===== src/rtl/sr_pkg.sv =====
// sr_pkg: state encoding and default timing parameters shared by sr_drive and sr_debounce
package sr_pkg;
  typedef enum logic [1:0] {IDLE, DRIVE_S, DRIVE_R, CHECK} state_t;
  localparam int DB_CYCLES_DEF = 4;
  localparam int PULSE_LEN_DEF = 1;
endpackage


===== src/rtl/sr_drive_debounce.sv =====
// sr_debounce: 2-flop synchronizer, counting debouncer and rising-edge detect for one button
module sr_debounce import sr_pkg::*; #(
  parameter int DB_CYCLES = DB_CYCLES_DEF
) (
  input  logic clk,
  input  logic rst_n,
  input  logic i_btn,
  output logic o_rise
);
  logic       r_sync1, r_sync2, r_level, r_level_d;
  logic [7:0] r_cnt;
  always_ff @(posedge clk or negedge rst_n) begin
    if (!rst_n) begin
      r_sync1   <= 1'b0;
      r_sync2   <= 1'b0;
      r_level   <= 1'b0;
      r_level_d <= 1'b0;
      r_cnt     <= 8'd0;
    end else begin
      r_sync1   <= i_btn;
      r_sync2   <= r_sync1;
      r_level_d <= r_level;
      // any cycle agreeing with the accepted level restarts the stability count
      if (r_sync2 == r_level) r_cnt <= 8'd0;
      else if (r_cnt == 8'(DB_CYCLES - 1)) begin
        r_level <= r_sync2;
        r_cnt   <= 8'd0;
      end else r_cnt <= r_cnt + 8'd1;
    end
  end
  assign o_rise = r_level & ~r_level_d;
endmodule


===== src/rtl/sr_drive.sv =====
// sr_drive: debounced set/reset buttons drive an external sr_ff with one-hot pulses and verify its q
module sr_drive import sr_pkg::*; #(
  parameter int DB_CYCLES = DB_CYCLES_DEF,
  parameter int PULSE_LEN = PULSE_LEN_DEF
) (
  input  logic       clk,
  input  logic       rst_n,
  input  logic       set_btn,
  input  logic       rst_btn,
  input  logic       q,
  output logic       s,
  output logic       r,
  output logic       busy,
  output logic       done,
  output logic       err,
  output logic       conflict,
  output logic [7:0] err_cnt
);
  state_t     r_state;
  logic [3:0] r_pcnt;
  logic       r_s, r_r, r_busy, r_done, r_err, r_conflict, r_expect;
  logic [7:0] r_err_cnt;
  logic       w_set_rise, w_rst_rise;
  sr_debounce #(.DB_CYCLES(DB_CYCLES)) u_db_set (.clk(clk), .rst_n(rst_n), .i_btn(set_btn), .o_rise(w_set_rise));
  sr_debounce #(.DB_CYCLES(DB_CYCLES)) u_db_rst (.clk(clk), .rst_n(rst_n), .i_btn(rst_btn), .o_rise(w_rst_rise));
  always_ff @(posedge clk or negedge rst_n) begin
    if (!rst_n) begin
      r_state    <= IDLE;
      r_pcnt     <= 4'd0;
      r_s        <= 1'b0;
      r_r        <= 1'b0;
      r_busy     <= 1'b0;
      r_done     <= 1'b0;
      r_err      <= 1'b0;
      r_conflict <= 1'b0;
      r_expect   <= 1'b0;
      r_err_cnt  <= 8'd0;
    end else begin
      r_done     <= 1'b0;
      r_err      <= 1'b0;
      r_conflict <= 1'b0;
      // rises outside IDLE fall through every branch and are dropped
      case (r_state)
        IDLE: begin
          r_pcnt <= 4'd0;
          if (w_set_rise && w_rst_rise) r_conflict <= 1'b1;
          else if (w_set_rise || w_rst_rise) begin
            r_state  <= w_set_rise ? DRIVE_S : DRIVE_R;
            r_s      <= w_set_rise;
            r_r      <= w_rst_rise;
            r_expect <= w_set_rise;
            r_busy   <= 1'b1;
          end
        end
        DRIVE_S, DRIVE_R: begin
          if (r_pcnt == 4'(PULSE_LEN - 1)) begin
            r_state <= CHECK;
            r_s     <= 1'b0;
            r_r     <= 1'b0;
          end else r_pcnt <= r_pcnt + 4'd1;
        end
        CHECK: begin
          r_state <= IDLE;
          r_busy  <= 1'b0;
          r_done  <= (q == r_expect);
          r_err   <= (q != r_expect);
          if (q != r_expect && r_err_cnt != 8'hFF) r_err_cnt <= r_err_cnt + 8'd1;
        end
        default: r_state <= IDLE;
      endcase
    end
  end
  assign s        = r_s;
  assign r        = r_r;
  assign busy     = r_busy;
  assign done     = r_done;
  assign err      = r_err;
  assign conflict = r_conflict;
  assign err_cnt  = r_err_cnt;
endmodule

===== config.mk =====
export PLATFORM = sky130hd
export DESIGN_NAME = sr_drive
export DESIGN_NICKNAME = d
export VERILOG_FILES = /design/src/rtl/sr_pkg.sv /design/src/rtl/sr_drive_debounce.sv /design/src/rtl/sr_drive.sv
export SDC_FILE = /design/constraint.sdc
export NUM_CORES = 1
export LEC_CHECK = 0
export BUFFER_PORTS_ARGS = -buffer_cell sky130_fd_sc_hd__buf_2
export CAP_MARGIN = 10
export CORE_MARGIN = 10
export CORE_UTILIZATION = 53
export DETAILED_ROUTE_END_ITERATION = 8
export PLACE_DENSITY = 0.75
export SKIP_CTS_REPAIR_TIMING = 1
export SYNTH_ARGS = -nofsm -noshare
export SYNTH_HDL_FRONTEND = slang
export SYNTH_HIERARCHICAL = 1
export SYNTH_SLANG_ARGS = --single-unit
export TNS_END_PERCENT = 20

===== constraint.sdc =====
create_clock -name clk -period 1.55 [get_ports clk]
set_input_delay 0.31 -clock clk [delete_from_list [all_inputs] [get_ports clk]]
set_output_delay 0.31 -clock clk [all_outputs]
set_load 0.005 [all_outputs]

==> results of run 1 <==
## layout make-up
class                   count  area (um2)  share of cell area (%)
flip-flops and latches     45        1130                    43.5
well taps                  50        62.6                    2.41
multi-input cells         140        1040                    40.2
clock buffers               7        96.3                    3.72
repair buffers             33         218                    8.40
clock inverters             1        5.00                   0.193
inverters                  11        41.3                    1.59
## synthesized netlist by cell type (all sizes together)
cell type	count
nand4	4
and3	2
a22oi	3
nor2	13
o21a	1
and2	3
nand2	19
or3	6
xor2	5
nor2b	6
mux2	6
nor3b	1
xnor2	9
o21ai	15
a21o	3
buf	1
inv	11
ha	12
a21oi	9
nand3	14
a31oi	2
mux2i	2
nor3	2
dfrtp	45
nor4b	2
and4	1
## kinds of logic (layout without fill, tap and decap cells)
logic type               count (synthesis)  after routing  synth area share, %
AND/OR/NAND/NOR                         73             73                 19.5
XOR/XNOR                                14             14                 5.98
AO/OA/AOI/OAI                           33             33                 9.02
multiplexers                             8              8                 4.71
buffers and inverters                   12             52                 2.13
adder cells (fa/ha/maj)                 12             12                 6.90
flip-flops                              45             45                 51.7
## worst register-to-register path: cells and delay by family (launching register included)
kind / cells / cell delay [ns]
and+or+nand+nor: 1 / 0.14
buffers and inverters: 1 / 0.08
DFF: 1 / 0.41
adders and majority gates: 1 / 0.16
AOI/OAI and AO/OA: 3 / 0.68
## metal layers
metal	vias to the layer above	GRT usage, %	part of all wire [%]
li1	757	-	-
met1	716	13.9	47
met2	27	16.6	48
met3	4	4.39	4.1
met4	0	2.28	1.2
met5	-	0	0
## power by group
part	switching [mW]	internal, mW	leakage (nW)
clock	0.376	0.403	0.0542
combinational	0.866	0.810	0.591
sequential	0.252	1.46	0.589
total	1.49	2.67	1.23
## worst max-delay path by stage
stage | slack, ns | end | start | depth (start not counted)
2_1_floorplan | 0.07 | r_state[0] | u_db_set/r_level | 6
3_3_place_gp | 0.08 | r_state[0] | u_db_set/r_level_d | 6
3_5_place_dp | -0.02 | r_state[0] | u_db_set/r_level_d | 6
4_1_cts | -0.04 | r_state[0] | u_db_set/r_level_d | 6
5_1_grt | -0.13 | s | u_db_rst/r_level | 7
6_report | -0.01 | r_state[0] | u_db_rst/r_level_d | 6
## state kept, by name, indices dropped and copies added (netlist names)
name and flops:
u_db_set/r_level_d 1, r 1, u_db_set/r_sync1 1, u_db_rst/r_cnt 8, r_state 2, r_expect 1
u_db_set/r_sync2 1, r_pcnt 4, u_db_rst/r_level 1, u_db_rst/r_level_d 1, u_db_rst/r_sync1 1, done 1
err 1, u_db_set/r_cnt 8, s 1, u_db_set/r_level 1, conflict 1, err_cnt 8
busy 1, u_db_rst/r_sync2 1
==> impl.org, run 1 <==
** Place
- At the end of routability-driven placement, the weighted congestion stood at 0.768.
- Dpl cell area :: 0.00241 mm2
- Number of input and output port buffers inserted :: 18
- Worst slack at placement :: -0.0160 ns
- The number of placed instances, taps included, is between 200 and 300.
- Detailed placement finished with a half-perimeter wire length of around 2700 um.

** Drt
- In the routed layout, each cell is associated on average with a via count of 5.24.
- Number of iterations in the first detailed-routing pass :: 4
- WL per Instance :: 13.9 um
- Drt first-iter violations :: 39
- The detail route stage leaves a number of antenna-violating nets equal to 0.
- Number of DRC violations after detailed routing :: 0
- The final layout contains routed wiring with a total length of 3980 um.
- The final route contains 1504 vias.

** Worst setup path
- STA classifies the critical path endpoint as a flip-flop.
- The worst register-to-register path ends at r_state[0].
- Counting cells, the worst reg-to-reg path comes to 6.
- On the worst path, the slowest cell contributes a delay of roughly 0.41 ns.
- Reg2Reg Launch Point :: u_db_rst/r_level_d
- Crit path kind :: flip-flop to flip-flop
- Walking the worst path, the cells encountered are nor2b_4 > inv_1 > ha_4 > a22oi_2 > o21ai_2 > a22oi_2.
- For this design, the slowest cell found on the critical path is sky130_fd_sc_hd__dfrtp_1.
- Highest fanout seen on the critical path :: 7
- Cell family contributing the most delay on the critical path :: compound AO/OA/AOI/OAI gates
- Worst path bufs/invs :: 1
- Critical path required time :: between 1.5 and 2 ns
- Register-to-register setup slack :: -0.01 ns
- STA classifies the critical path startpoint as a flip-flop.
- Most frequent CP cell :: sky130_fd_sc_hd__a22oi_2
- Crit path arrival time :: 1.77 ns

** Synthesis
- After synthesis, the largest area contributor takes up 51.7% of total cell area.
- Gate Count Post-Synth :: 197
- Yosys printed 6 warnings.
- Post-Syn Area per Cell :: 11.1 um2
- Cells taking the most area after synthesis :: sky130_fd_sc_hd__dfrtp_1 52%, sky130_fd_sc_hd__ha_1 6.9%, sky130_fd_sc_hd__o21ai_0 3.2%
- Count of state elements after synthesis :: 45
- Library cell occupying the most area in the post-synthesis netlist :: sky130_fd_sc_hd__dfrtp_1
- The number of different library cells used by synthesis comes to 37.
- The synthesized netlist occupies a cell area of 0.00218 mm2.
- Counting every net in the synthesized netlist gives 214.
- Proportion of synthesized chip area in sequential cells :: between 50% and 60%

** Clock tree
- Clock insertion delay at the later pin of the skew report :: 0.29 ns
- In this run the number of H-tree levels came out at 2.
- Root Driver :: sky130_fd_sc_hd__clkbuf_8
- TritonCTS clock tree :: built
- Maximum root-to-sink buffer count :: 2
- CTS clk-pin slew, worst paths :: ~0.08 ns
- Total CTS buffers :: 5
- The tree built by TritonCTS fans out to between 40 and 50 sinks.

** Cells and area
- The net count of the finished layout is between 200 and 300.
- After routing the design area is 0.00259 mm2.
- The repair_antennas step left the layout with diodes totalling 0.
- Most common library cell in the layout ignoring fill and taps :: sky130_fd_sc_hd__dfrtp_1
- The finished layout holds 287 standard cells, fillers aside.
- From synthesis to final layout, the design area changed by 19.0%.
- Counting the fill cells in the layout gives 320.
- Cells fill between 60 and 70% of the core in the end.
- Highest-count cells in the layout ignoring fill and taps :: 45 x sky130_fd_sc_hd__dfrtp_1, 18 x sky130_fd_sc_hd__nand2_1, 18 x sky130_fd_sc_hd__buf_2
- Fraction of final layout cells sized beyond drive strength 1 :: 28.3%

** Job
- The tool flagged a number of max-cap violations equal to 0.

** Floorplan
- Overall die area :: between 0.007 and 0.008 mm2
- Effective utilization at floorplan :: 54.4%
- Number of placed I/O pins :: 19
- In this run the vertical extent of the chip is 84.1 um.
- After floorplanning, the core was sized to cover 0.00400 mm2.
- Row generation in the floorplan step produced 23 rows.
- Width of the die :: 84.1 um

** Global routing
- In the global route stage, overall resource usage came out at 10.8%.
- Via count of the first global-routing pass :: 1462
- Global-route wire length before repair :: 6550 um
- The initial antenna violation count was 0.
- For this run the aggregate overflow at the end of global routing stands at 0.
- Pin count of the biggest net entering global routing :: 46

** Timing
- Transition at the pin with the smallest max-transition slack :: ~0.38 ns
- Minimum clock period :: 1.56 ns
- Max-slew headroom at the worst pin :: 74.7%
- Setup violations remaining at the end of the flow were counted as 2.
- Adding up every negative setup slack in the final design gives -0.0180 ns.
- Across all setup checks in the final design, the least slack found is -0.0102 ns.
- Setup repair after global routing missed its margin :: true
- The clock arrives with approximately 0.0057 ns of skew.
- Derived from the worst setup path, the maximum achievable clock frequency is 641 MHz.
- Final hold analysis gives a worst-case slack of about 0.12 ns.
- The number of failing hold endpoints at the final stage was 0.
- The number of slew-limit violations in the final report came to 0.
- After layout, the worst path uses 101% of the clock period.

** Hold path
- For hold timing, the worst endpoint is u_db_set/r_sync1.
- Min-Delay Path Class :: input port to flip-flop
- Along the worst hold path, the cell count comes to 1.
- The worst hold path begins at set_btn.

** Power
- Dividing total power by cell area gives a power density of 1610 mW/mm2.
- IR analysis of the VDD net gives a maximum drop of around 1.1 mV.
- For this design the static power due to leakage is 1.23 nW.
- Pwr Total :: between 4 and 5 mW

** Outcome
- Run status :: complete, but fails checks
- Failing checks :: setup timing
Power figures use the tool's default switching activity.
==> inputs of run 2 (changes only) <==
==> constraint.sdc (replaced) <==
create_clock -name clk -period 1.55 [get_ports clk]
set_input_delay 0.0775 -clock clk [delete_from_list [all_inputs] [get_ports clk]]
set_output_delay 0.0775 -clock clk [all_outputs]
set_load 0.005 [all_outputs]
==> impl.org, run 2 (synthesis results as in run 1) <==
** Floorplan
- The I/O pin count is 19 (unchanged).
- The initial core utilization came to 54.4% (unchanged).
- The horizontal die dimension is 84.1 um (unchanged).
- Floorplan core area :: 0.00400 mm2 (unchanged)
- The number of rows in the core area was 23 (unchanged).
- Die height :: 84.1 um (unchanged)
- The area of the die is 0.00707 mm2 (unchanged).

** Global routing
- Number of antenna violations at the first check in global routing :: 0 (unchanged)
- Pin count of the biggest net entering global routing :: 31 (was 46)
- The global routing usage summed across all routing layers came to 11.1% (was 10.8%).
- Aggregate global routing overflow :: 0 (unchanged)
- The wire length of the first global-routing pass is 6520 um (was 6550 um).
- Via count of the first global-routing pass :: 1397 (was 1462)

** Timing
- The worst relative slew slack is 55.7% (was 74.7%).
- Setup repair after global routing missed its margin :: true (unchanged)
- The maximum clock rate came to 651 MHz (was 641 MHz).
- Tcrit/Tclk final :: 99.2% (was 101%)
- Max-slew violation count :: 0 (unchanged)
- The worst-case clock skew was 0.00543 ns (was 0.00570 ns).
- The minimum clock period came to 1.54 ns (was 1.56 ns).
- Transition at the pin with the smallest max-transition slack :: 0.664 ns (was 0.379 ns)
- The number of setup violations in the final report came to 0 (was 2).
- Number of endpoints with negative hold slack in the final report :: 0 (unchanged)
- The hold slack came to 0.144 ns (was 0.120 ns).

** Drt
- The number of nets with antenna violations after routing is 0 (unchanged).
- The length of the first detailed-routing pass in iterations was 4 (unchanged).
- Drt first-iter violations :: 71 (was 39)
- Via count of the routed design :: 1504 (unchanged)
- The DRC violation count after routing came to 0 (unchanged).
- Drt via density :: 5.19 (was 5.24)
- WL per Instance :: 13.5 um (was 13.9 um)
- The total wire length was 3910 um (was 3980 um).

** Clock tree
- The total CTS buffers was 5 (unchanged).
- The clock edge transition at the registers on the reported setup and hold paths was 0.08 ns (about the same).
- Maximum level of the CTS H-tree :: 2 (unchanged)
- TritonCTS clock tree :: built (unchanged)
- The clock sink total came to 45 (unchanged).
- Maximum root-to-sink buffer count :: 2 (unchanged)
- Clock insertion delay at the later pin of the skew report :: 0.29 ns (about the same)
- Root Driver :: sky130_fd_sc_hd__clkbuf_8 (unchanged)

** Place
- The HPWL after detailed placement came to 2690 um (was 2750 um).
- Dpl cell area :: 0.00241 mm2 (about the same)
- Number of input and output port buffers inserted :: 18 (unchanged)
- Last weighted congestion value of the routability-driven placer :: 0.764 (was 0.768)

** Power
- Peak supply drop :: 0.683 mV (was 1.12 mV)
- Lkg Pwr :: 1.24 nW (was 1.23 nW)
- The total power draw came to 4.10 mW (was 4.16 mW).
- Power density over the cells :: 1580 mW/mm2 (was 1610 mW/mm2)

** Hold path
- Min-Delay Path Class :: input port to flip-flop (unchanged)

** Worst setup path
- The element type at the critical path start is a flip-flop (unchanged).
- Worst-path cell chain: nor2b_4 > inv_2 > ha_4 > a22oi_2 > o21ai_2 > nand2_1 > o21ai_1 (was nor2b_4 > inv_1 > ha_4 > a22oi_2 > o21ai_2 > a22oi_2).
- Crit path arrival time :: 1.72 ns (was 1.77 ns)
- Cell family contributing the most delay on the critical path :: compound AO/OA/AOI/OAI gates (unchanged)
- The start-to-end type of the worst setup path is flip-flop to flip-flop (unchanged).
- Worst-path cell with the longest stage delay :: sky130_fd_sc_hd__dfrtp_1 (unchanged)
- The buffer and inverter count on the worst path is 1 (unchanged).
- Largest stage delay, worst path :: 0.40 ns (was 0.41 ns)
- Endpoint class of the critical path :: flip-flop (unchanged)
- The biggest fanout along the worst timing path came to 7 (unchanged).
- Critical path required time :: 1.73 ns (was 1.76 ns)

** Outcome
- Run status: completed (was complete, but fails checks).

** Cells and area
- The most common cell after layout, fill and taps aside is sky130_fd_sc_hd__dfrtp_1 (unchanged).
- Number of fillers in the final layout :: 315 (was 320)
- The net total in the final layout is 257 (was 253).
- The post-route cell area was 0.00260 mm2 (was 0.00259 mm2).
- The final core area utilization is 65.0% (was 64.8%).
- P&R area growth vs syn :: 19.5% (was 19.0%)
- Highest-count cells in the layout ignoring fill and taps: 45 x sky130_fd_sc_hd__dfrtp_1, 18 x sky130_fd_sc_hd__nand2_1, 18 x sky130_fd_sc_hd__buf_2 (unchanged).
- Fraction of final layout cells sized beyond drive strength 1 :: 28.7% (was 28.3%)
- Number of inserted diodes :: 0 (unchanged)

** Job
- Number of violations of the max-capacitance limit :: 0 (unchanged)
==> run 2: final cells by class <==
cell class | instances | area, um2 | area share, %
Inverter | 11 | 41.3 | 1.59
Sequential cell | 45 | 1130 | 43.3
Tap cell | 50 | 62.6 | 2.41
Clock buffer | 7 | 86.3 | 3.32
Multi-Input combinational cell | 140 | 1040 | 40.2
Timing Repair Buffer | 37 | 240 | 9.24
==> run 2: stage by stage <==
step | worst slack [ns] | setup TNS, ns | instances
CTS | -0.0172 | -0.0335 | 281
finish | 0.0128 | 0 | 290
global route | -0.0932 | -0.321 | 290
detailed placement | 0.0180 | 0 | 274
global placement | 0.0733 | 0 | 274
floorplan | 0.0658 | 0 | 197
==> run 2: path summary, 6_finish.rpt <==
path	start	cells past startpoint	slack (ns)	endpoint
max	u_db_set/r_level_d	7	0.01	s
min	q	3	0.14	err
max reg2reg	u_db_set/r_level_d	7	0.01	s
min reg2reg	u_db_rst/r_sync1	0	0.35	u_db_rst/r_sync2
max in group asynchronous	rst_n	3	0.60	u_db_set/r_level
min in group asynchronous	rst_n	2	0.35	err_cnt[5]
==> run 2: report_power, final <==
| group | switching, mW | internal [mW] | leakage (nW) |
|---|---|---|---|
| logic | 0.851 | 0.826 | 0.604 |
| clock network | 0.369 | 0.354 | 0.0443 |
| registers | 0.245 | 1.46 | 0.589 |
| total | 1.46 | 2.64 | 1.24 |
==> run 2: worst reg2reg max path: stages (launching register included) <==
cell and delay, ns:
sky130_fd_sc_hd__dfrtp_1 0.40, sky130_fd_sc_hd__nor2b_4 0.15, sky130_fd_sc_hd__inv_2 0.07, sky130_fd_sc_hd__ha_4 0.16
sky130_fd_sc_hd__a22oi_2 0.33, sky130_fd_sc_hd__o21ai_2 0.16, sky130_fd_sc_hd__nand2_1 0.10, sky130_fd_sc_hd__o21ai_1 0.06
==> run 2: layer usage <==
layer | vias up | wire (um) | global-route usage [%]
met1 | 713 | 1840 | 13.5
met2 | 24 | 1760 | 16.5
met3 | 8 | 226 | 4.59
met5 | - | 0 | 0
li1 | 759 | - | -
met4 | 0 | 85 | 5.48
==> inputs of run 3 (changes only) <==
--- a/config.mk
+++ b/config.mk
@@ -10,7 +10,7 @@
 export CORE_MARGIN = 10
 export CORE_UTILIZATION = 53
 export DETAILED_ROUTE_END_ITERATION = 8
-export PLACE_DENSITY = 0.75
+export PLACE_DENSITY = 0.72
 export SKIP_CTS_REPAIR_TIMING = 1
 export SYNTH_ARGS = -nofsm -noshare
 export SYNTH_HDL_FRONTEND = slang
==> constraint.sdc (replaced) <==
create_clock -name clk -period 1.8 [get_ports clk]
set_input_delay 0.09 -clock clk [delete_from_list [all_inputs] [get_ports clk]]
set_output_delay 0.09 -clock clk [all_outputs]
set_load 0.005 [all_outputs]
==> impl.org, run 3 (synthesis results as in run 1) <==
** Worst setup path
- Highest fanout seen on the critical path :: 7 (unchanged)
- Most frequent CP cell :: sky130_fd_sc_hd__a22oi_1
- The slowest cell on the critical path was sky130_fd_sc_hd__dfrtp_1 (unchanged).
- The start-to-end type of the worst setup path is flip-flop to flip-flop (unchanged).
- The delay of the slowest cell on the worst path came to 0.40 ns (about the same).
- Worst-path cell chain :: nor2b_1 > inv_1 > ha_1 > a22oi_1 > buf_4 > o21ai_2 > a22oi_1 (was nor2b_4 > inv_2 > ha_4 > a22oi_2 > o21ai_2 > nand2_1 > o21ai_1)
- The family with the most delay on the worst path is compound AO/OA/AOI/OAI gates (unchanged).
- Crit path arrival time :: 1.80 ns (was 1.72 ns)
- Critical path startpoint category :: flip-flop (unchanged)
- The required time of the worst setup path was 2.02 ns (was 1.73 ns).
- Endpoint class of the critical path :: flip-flop (unchanged)
- Worst path bufs/invs :: 2 (was 1)

** Timing
- The worst relative slew slack was 76.0% (was 55.7%).
- Tcrit/Tclk final :: 88.2% (was 99.2%)
- The number of failing hold endpoints at the final stage is 0 (unchanged).
- The setup TNS was 0 ns (unchanged).
- The maximum clock rate was 630 MHz (was 651 MHz).
- The number of slew-limit violations in the final report was 0 (unchanged).
- Transition at the pin with the smallest max-transition slack :: 0.360 ns (was 0.664 ns)
- The worst-case clock skew is 0.00676 ns (was 0.00543 ns).
- Minimum clock period :: 1.59 ns (was 1.54 ns)
- The number of setup violations in the final report is 0 (unchanged).
- Setup repair after global routing missed its margin :: false (was true)

** Clock tree
- Clock insertion delay at the later pin of the skew report :: 0.30 ns (was 0.29 ns)
- The clock sink total came to 45 (unchanged).
- The clock edge transition at the registers on the reported setup and hold paths came to 0.09 ns (was 0.08 ns).
- TritonCTS clock tree :: built (unchanged)
- The level count of the clock H-tree was 2 (unchanged).
- The total CTS buffers was 5 (unchanged).
- Root Driver :: sky130_fd_sc_hd__clkbuf_8 (unchanged)
- The clock tree buffer depth came to 2 (unchanged).

** Floorplan
- The initial core utilization is 54.4% (unchanged).
- The core footprint came to 0.00400 mm2 (unchanged).
- Number of placed I/O pins :: 19 (unchanged)
- Width of the die :: 84.1 um (unchanged)
- The area of the die came to 0.00707 mm2 (unchanged).
- Die height :: 84.1 um (unchanged)
- The number of rows in the core area was 23 (unchanged).

** Cells and area
- P&R area growth vs syn :: 16.4% (was 19.5%)
- Final nets :: 245 (was 257)
- The share of cells above drive strength 1 came to 22.7% (was 28.7%).
- The most common cell after layout, fill and taps aside is sky130_fd_sc_hd__dfrtp_1 (unchanged).
- Number of inserted diodes :: 0 (unchanged)
- Highest-count cells in the layout ignoring fill and taps: 45 x sky130_fd_sc_hd__dfrtp_1, 18 x sky130_fd_sc_hd__nand2_1, 18 x sky130_fd_sc_hd__buf_2 (unchanged).

** Drt
- The total wire length is 3690 um (was 3910 um).
- Via count of the routed design :: 1479 (was 1504)
- The average routed wire per standard cell came to 13.2 um (was 13.5 um).
- Drt via density :: 5.30 (was 5.19)
- The number of nets with antenna violations after routing was 0 (unchanged).
- Drt first-iter violations :: 81 (was 71)
- The DRC violation count after routing is 0 (unchanged).
- The length of the first detailed-routing pass in iterations came to 4 (unchanged).

** Outcome
- Run status: completed (unchanged).

** Global routing
- The number of global-route vias before repair was 1512 (was 1397).
- Pin count of the biggest net entering global routing :: 46 (was 31)
- The total overflow reported by the global router is 0 (unchanged).
- Global-route wire length before repair :: 6650 um (was 6520 um)
- The global routing usage summed across all routing layers was 11.2% (was 11.1%).
- The initial antenna violation count came to 0 (unchanged).

** Place
- Dpl hpwl :: 2530 um (was 2690 um)
- Number of input and output port buffers inserted :: 18 (unchanged)
- The routability congestion estimate came to 0.781 (was 0.764).

** Power
- The cell leakage power came to 1.20 nW (was 1.24 nW).
- The maximum ir drop on the vdd rail was 0.645 mV (was 0.683 mV).
- Power density over the cells :: 1400 mW/mm2 (was 1580 mW/mm2)
- The total power draw was 3.55 mW (was 4.10 mW).

** Hold path
- The classification of the worst-slack hold path is input port to flip-flop (unchanged).

** Job
- The max-cap violation count is 0 (unchanged).
run 3: cell types whose count changed in the layout (fill, tap and decap cells not counted), sizes merged:
cell / previous run / this run
clkbuf: 7 / 5
clkinv: 0 / 1
bufinv: 0 / 2
buf: 34 / 22
run 3: power by group:
part           total (mW)  switching (mW)  internal, mW
Combinational        1.16           0.621         0.541
Clock               0.894           0.342         0.551
Sequential           1.49           0.237          1.25
run 3: routing by layer:
layer  vias up  global-route usage, %  part of all wire [%]
met2        29                   17.7                    46
met5         -                      0                     0
met1       703                   12.7                    47
li1        742                      -                     -
met4         0                   5.33                   1.7
met3         5                   4.88                   6.0
run 3: path summary, 6_finish.rpt:
check	cells past startpoint	start	to	slack (ns)
worst min register to register	0	u_db_rst/r_sync1	u_db_rst/r_sync2	0.35
min in group asynchronous	3	rst_n	err_cnt[6]	0.28
worst max-delay path	7	u_db_rst/r_level	r_state[0]	0.21
worst max register to register	7	u_db_rst/r_level	r_state[0]	0.21
worst min-delay path	3	q	err	0.14
max in group asynchronous	3	rst_n	u_db_set/r_cnt[2]	1.29
run 3: cell type report:
cell class,instances,area [um2]
Timing Repair Buffer,25,163
Inverter,11,41.3
Clock buffer,5,68.8
Sequential cell,45,1130
Tap cell,50,62.6
Multi-Input combinational cell,140,1010
Fill cell,318,1470
Clock inverter,3,65.1
run 3: through the flow:
step                hold slack, ns  worst slack (ns)  utilization, %  cell area, um2  instances
global placement            0.0874             0.285            59.2            2370        268
finish                       0.141             0.212            63.3            2530        279
global route                 0.150            0.0172            63.3            2530        279
CTS                         -0.243             0.214            62.5            2500        276
detailed placement          0.0897             0.236            59.2            2370        268
floorplan                   -0.206            0.0879               -            2180        197
run 3: worst reg2reg max path: stages, from the launching register on:
cell	delay, ns
sky130_fd_sc_hd__dfrtp_1	0.40
sky130_fd_sc_hd__nor2b_1	0.25
sky130_fd_sc_hd__inv_1	0.07
sky130_fd_sc_hd__ha_1	0.17
sky130_fd_sc_hd__a22oi_1	0.14
sky130_fd_sc_hd__buf_4	0.18
sky130_fd_sc_hd__o21ai_2	0.09
sky130_fd_sc_hd__a22oi_1	0.22
